`src/rtl/yuv444_to_yuv422_pkg.sv`:
```
// Shared definitions for the YUV444 -> YUV422 stage and its output formatters.
//   DTYPE_WIDTH   width of the per-beat type code
//   DT_*          beat type codes (one image code, the rest are markers)
//   phase_t       chroma pairing phase (EVEN carries U, ODD carries V)
//   is_image()    classifies a beat type as pixel data
//   yoff()        Y offset (16 scaled to the component width)
package yuv444_to_yuv422_pkg;

  localparam int unsigned DTYPE_WIDTH = 4;

  localparam logic [DTYPE_WIDTH-1:0] DT_FRAME_START = 4'h1;
  localparam logic [DTYPE_WIDTH-1:0] DT_FRAME_END   = 4'h2;
  localparam logic [DTYPE_WIDTH-1:0] DT_ROW_START   = 4'h3;
  localparam logic [DTYPE_WIDTH-1:0] DT_ROW_END     = 4'h4;
  localparam logic [DTYPE_WIDTH-1:0] DT_IMAGE       = 4'h8;

  typedef enum logic {
    EVEN = 1'b0,
    ODD  = 1'b1
  } phase_t;

  function automatic logic is_image(input logic [DTYPE_WIDTH-1:0] dtype);
    return dtype == DT_IMAGE;
  endfunction

  function automatic int unsigned yoff(input int unsigned pw);
    return 32'd16 << (pw - 32'd8);
  endfunction

endpackage

```
`src/rtl/yuv444_to_yuv422_offset_sat.sv`:
```
// yuv_offset_sat: combinational Y offset with saturation and chroma
// signed -> offset-binary conversion.
//   y      unsigned full-range Y
//   c      two's-complement chroma
//   y_off  min(y + YOFF, 2^PW-1)
//   c_off  c + 2^(PW-1) mod 2^PW (MSB flip)
module yuv_offset_sat
  import yuv444_to_yuv422_pkg::*;
#(
  parameter int unsigned PIXEL_WIDTH = 8
) (
  input  logic [PIXEL_WIDTH-1:0] y,
  input  logic [PIXEL_WIDTH-1:0] c,
  output logic [PIXEL_WIDTH-1:0] y_off,
  output logic [PIXEL_WIDTH-1:0] c_off
);

  localparam logic [PIXEL_WIDTH:0] YOFF = (PIXEL_WIDTH+1)'(yoff(PIXEL_WIDTH));

  logic [PIXEL_WIDTH:0] y_sum;

  always_comb begin
    y_sum = {1'b0, y} + YOFF;
    // carry out of the PW-bit range means the result clips to full scale
    y_off = y_sum[PIXEL_WIDTH] ? '1 : y_sum[PIXEL_WIDTH-1:0];
    c_off = {~c[PIXEL_WIDTH-1], c[PIXEL_WIDTH-2:0]};
  end

endmodule

```
`src/rtl/yuv444_to_yuv422.sv`:
```
// yuv444_to_yuv422: converts YUV444 (unsigned Y, signed U/V) into a
// standard-offset YUV422 stream of one {Y,C} word per pixel, 1-cycle latency.
//   clk, reset         pixel clock, asynchronous active-high reset
//   enable             1 = convert, 0 = raw bypass (pairing FSM still runs)
//   dvi/dtypei         input beat valid and type
//   yi/ui/vi           input components
//   meta_datai         sideband, delayed alongside the beat
//   dvo/dtypeo         output beat valid and type
//   yo/co              output Y and chroma (U on even pixels, held V on odd)
//   meta_datao         delayed sideband
//   odd_row            sticky flag: a row ended on an unpaired pixel
module yuv444_to_yuv422
  import yuv444_to_yuv422_pkg::*;
#(
  parameter int unsigned PIXEL_WIDTH = 8
) (
  input  logic                   clk,
  input  logic                   reset,
  input  logic                   enable,
  input  logic                   dvi,
  input  logic [DTYPE_WIDTH-1:0] dtypei,
  input  logic [PIXEL_WIDTH-1:0] yi,
  input  logic [PIXEL_WIDTH-1:0] ui,
  input  logic [PIXEL_WIDTH-1:0] vi,
  input  logic [15:0]            meta_datai,
  output logic                   dvo,
  output logic [DTYPE_WIDTH-1:0] dtypeo,
  output logic [PIXEL_WIDTH-1:0] yo,
  output logic [PIXEL_WIDTH-1:0] co,
  output logic [15:0]            meta_datao,
  output logic                   odd_row
);

  phase_t                   phase, phase_d;
  logic [PIXEL_WIDTH-1:0]   v_hold, v_hold_d;
  logic                     odd_row_d;
  logic [PIXEL_WIDTH-1:0]   yo_d, co_d;
  logic [DTYPE_WIDTH-1:0]   dtypeo_d;
  logic [15:0]              meta_d;
  logic [PIXEL_WIDTH-1:0]   chroma_sel;
  logic [PIXEL_WIDTH-1:0]   y_off, c_off;

  yuv_offset_sat #(
    .PIXEL_WIDTH(PIXEL_WIDTH)
  ) u_offset_sat (
    .y    (yi),
    .c    (chroma_sel),
    .y_off(y_off),
    .c_off(c_off)
  );

  // odd pixels emit the V captured from their even partner
  always_comb begin
    chroma_sel = (phase == ODD) ? v_hold : ui;
  end

  always_comb begin
    phase_d   = phase;
    v_hold_d  = v_hold;
    odd_row_d = odd_row;
    yo_d      = yo;
    co_d      = co;
    dtypeo_d  = dtypeo;
    meta_d    = meta_datao;
    if (dvi) begin
      dtypeo_d = dtypei;
      meta_d   = meta_datai;
      if (is_image(dtypei)) begin
        unique case (phase)
          EVEN: begin
            v_hold_d = vi;
            phase_d  = ODD;
          end
          ODD: phase_d = EVEN;
          default: phase_d = EVEN;
        endcase
        // bypass is raw ui in both phases; the FSM and v_hold keep running
        yo_d = enable ? y_off : yi;
        co_d = enable ? c_off : ui;
      end else begin
        yo_d    = '0;
        co_d    = '0;
        phase_d = EVEN;
        if (phase == ODD) odd_row_d = 1'b1;
        if (dtypei == DT_FRAME_START) odd_row_d = 1'b0;
      end
    end
  end

  always_ff @(posedge clk or posedge reset) begin
    if (reset) begin
      phase      <= EVEN;
      v_hold     <= '0;
      odd_row    <= 1'b0;
      dvo        <= 1'b0;
      yo         <= '0;
      co         <= '0;
      dtypeo     <= '0;
      meta_datao <= '0;
    end else begin
      phase      <= phase_d;
      v_hold     <= v_hold_d;
      odd_row    <= odd_row_d;
      dvo        <= dvi;
      yo         <= yo_d;
      co         <= co_d;
      dtypeo     <= dtypeo_d;
      meta_datao <= meta_d;
    end
  end

endmodule

```
`config.mk`:
```
export PLATFORM = sky130hd
export DESIGN_NAME = yuv444_to_yuv422
export DESIGN_NICKNAME = d
export VERILOG_FILES = /design/src/rtl/yuv444_to_yuv422_pkg.sv /design/src/rtl/yuv444_to_yuv422_offset_sat.sv /design/src/rtl/yuv444_to_yuv422.sv
export SDC_FILE = /design/constraint.sdc
export NUM_CORES = 1
export LEC_CHECK = 0
export CAP_MARGIN = 20
export CORE_MARGIN = 4
export CORE_UTILIZATION = 27
export CTS_CLUSTER_SIZE = 12
export DETAILED_ROUTE_END_ITERATION = 8
export SYNTH_ARGS = -nofsm -noshare
export SYNTH_HDL_FRONTEND = slang
export SYNTH_HIERARCHICAL = 1
export SYNTH_SLANG_ARGS = --single-unit
```
`constraint.sdc`:
```
create_clock -name clk -period 1.73 [get_ports clk]
set_input_delay 0.346 -clock clk [delete_from_list [all_inputs] [get_ports clk]]
set_output_delay 0.346 -clock clk [all_outputs]
set_load 0.1 [all_outputs]
```
==> flow_summary_export.csv <==
group,metric,value,unit
outcome,status,"complete, no violations",
logic_synthesis,synth_top_cell_by_area,"dfrtp_1",
pwr,seqPwrFrac,41.0,%
sta,fin_worst_skew,0.00270,ns
final_layout,multi_input_area,840,um^2
clock_network,clk_path_buf_depth,2,
pwr,vdd_drop_max,0.465,mV
clock_network,cts_made_buffers,5,
clock_network,clk_latency,0.29,ns
drt,routed_wl,5370,um
logic_synthesis,ys_ff_latch,47,
logic_synthesis,ys_top_cells_by_count,"dfrtp_1 (47), mux2_2 (36), inv_1 (19)",
drt,drt_iter0_drc,48,
worst_hold_path,hp-class,"input port to asynchronous set/reset pin",
setup_path,arrival,1.62,ns
place,place_congestion,0.676,
logic_synthesis,synth_area_leaders,"dfrtp_1 (54%), mux2_2 (19%), mux2i_1 (7.3%)",
sta,timing.final.crit_period,1.44,ns
logic_synthesis,ys_warn_count,6,
sta,fmax,696,MHz
setup_path,cp_max_fo,10,
grt,track_usage,11.7,%
drt,drc_errors,0,
drt,drtAntennaViolNets,0,
final_layout,final_nets,307,
die,die_w,98.1,um
sta,final_hold_viol_count,0,
pwr,p_sw_share,34.9,%
logic_synthesis,postSynthAreaPerCell,12.6,um^2
die,row_count,32,
pwr,clockPowerShare,23.2,%
final_layout,drive_gt1_share,36.7,%
logic_synthesis,ys_seq_area_share,53.7,%
clock_network,hold_buffers,0,
logic_synthesis,ys_types,23,
setup_path,rrSetupSlack,0.29,ns
sta,setup_viol,0,
grt,grt_max_degree,22,
logic_synthesis,synth_ff_type,"dfrtp_1",
place,port_buffers,85,
pwr,power.switching,1.10,mW
grt,antenna_found_initial,0,
logic_synthesis,synth_top_area_share,53.7,%
clock_network,h-tree-depth,2,
pwr,p_int,2.06,mW
die,die_h,98.1,um
drt,first_pass_iters,4,
clock_network,root_buffer,"clkbuf_8",
die,dieArea,0.00961,mm^2
logic_synthesis,syn_inst,174,
final_layout,nFillCells,731,
setup_path,cp-start-kind,"flop",
clock_network,tritoncts,"built",
place,post-dp-hpwl,4060,um
final_layout,diodes,0,
setup_path,critPathKind,"flop to flop",
sta,hold_slack,0.353,ns
logic_synthesis,synthArstFlopShare,100,%
drt,avgViaCountPerCell,4.39,
logic_synthesis,syn_nets,223,
die,core_area,0.00781,mm^2
setup_path,endpoint_kind,"flop",
die,ios,86,
final_layout,synthToLayoutAreaGrowth,67.9,%
job,drv_cap,0,
die,initial_core_util,28.0,%
grt,grt_first_pass_wirelength,8950,um
sta,maxSlewHeadroom,70.7,%
logic_synthesis,syn_area,0.00219,mm^2
logic_synthesis,synthMostInstantiatedCell,"dfrtp_1",
final_layout,final_cells,361,
grt,overflow,0,
place,place_inst,353,
clock_network,post_cts_resized,0,
pwr,leakagePower,1.58,nW
sta,min_period_over_period,83.1,%
clock_network,cts_setup_buffers,0,
sta,rsz0062_at_grt,"no",
final_layout,register_area,0.00118,mm^2
sta,drv_slew,0,
drt,vias,1586,
clock_network,clkTransAtPathRegs,0.09,ns
drt,wire_per_inst,14.9,um
pwr,power_frac_comb,35.8,%
clock_network,clkSinkCount,47,
sta,worst-slew-pin-transition,0.439,ns
pwr,power_density,862,mW/mm^2
logic_synthesis,synth_edf_count,0,
grt,first_global_vias,1741,
setup_path,crit_required,1.92,ns
-- kinds of logic after synthesis --
family,Yosys count,synth area share (%)
fa+ha+maj,1,0.571
buf+inv,35,7.94
compound gates,23,6.40
flops,47,53.7
simple gates,16,5.54
mux,52,25.8
-- through the flow --
step                      setup WS [ns]  util [%]  TNS (ns)  total power, mW  area, um^2
after floorplan                   0.268         -         0             1.97        2190
after global placement           0.0197      45.8         0             2.46        3580
after detailed placement        -0.0103      45.8   -0.0358             2.47        3580
after CTS                         0.278      47.1         0             3.22        3680
after global routing              0.228      47.1         0             3.31        3680
final                             0.293      47.1         0             3.17        3680
-- placed cells by master, fill, tap and decap left out --
master	instances
dfrtp_1	47
nand3_1	1
nand3b_1	1
nor2b_4	1
clkdlybuf4s50_1	46
a31oi_1	1
clkbuf_8	7
nor2_2	1
ha_1	1
nand3_2	1
clkbuf_1	1
buf_4	2
nand2b_1	6
nand4_4	1
a21oi_1	3
inv_2	1
nand2_1	1
inv_1	18
o21ai_0	2
nor2b_1	2
buf_12	44
buf_2	1
o22ai_1	16
mux2i_1	16
nor2_1	1
mux2_2	36
a41oi_1	1
-- path summary, 6_finish.rpt --
check / startpoint / end / cells after the start
setup / recovery: phase / v_hold[7] / 3
hold / removal: reset / meta_datao[8] / 2
setup reg to reg: phase / v_hold[7] / 3
hold reg to reg: v_hold[5] / v_hold[5] / 1
max in group asynchronous: reset / co[1] / 3
min in group clk: dvi / phase / 2
-- area by class of cell --
class                      instances  area share (%)
timing repair buffer              93            37.0
sequential                        47            32.0
multi-input combinational         92            22.8
tap                              102            3.47
clock buffer                       8            2.72
inverter                          19            1.94
-- sequential cells by signal, indices dropped and copies added, names as in the netlist --
signal      count
dvo             1
co              8
dtypeo          4
odd_row         1
phase           1
v_hold          8
meta_datao     16
yo              8
-- layer usage --
metal	wire (um)	GRT usage (%)	vias up
li1	-	-	762
met2	2740	20.3	54
met4	55	3.51	0
met5	0	0	-
met3	416	4.50	5
met1	2160	13.3	765
-- worst max-delay path: stages (launching register included) --
cell and delay [ns]:
dfrtp_1 0.62, inv_1 0.16, nand4_4 0.20, mux2_2 0.36
-- power groups by stage --
stage / clock [mW] / combinational (mW) / sequential, mW
6_report: 0.733 / 1.13 / 1.30
5_1_grt: 0.809 / 1.19 / 1.32
4_1_cts: 0.772 / 1.15 / 1.30
3_5_place_dp: 0 / 1.14 / 1.32
3_3_place_gp: 0 / 1.14 / 1.32
2_1_floorplan: 0 / 0.234 / 1.74
Note: power is estimated with default switching activity, not from simulation.
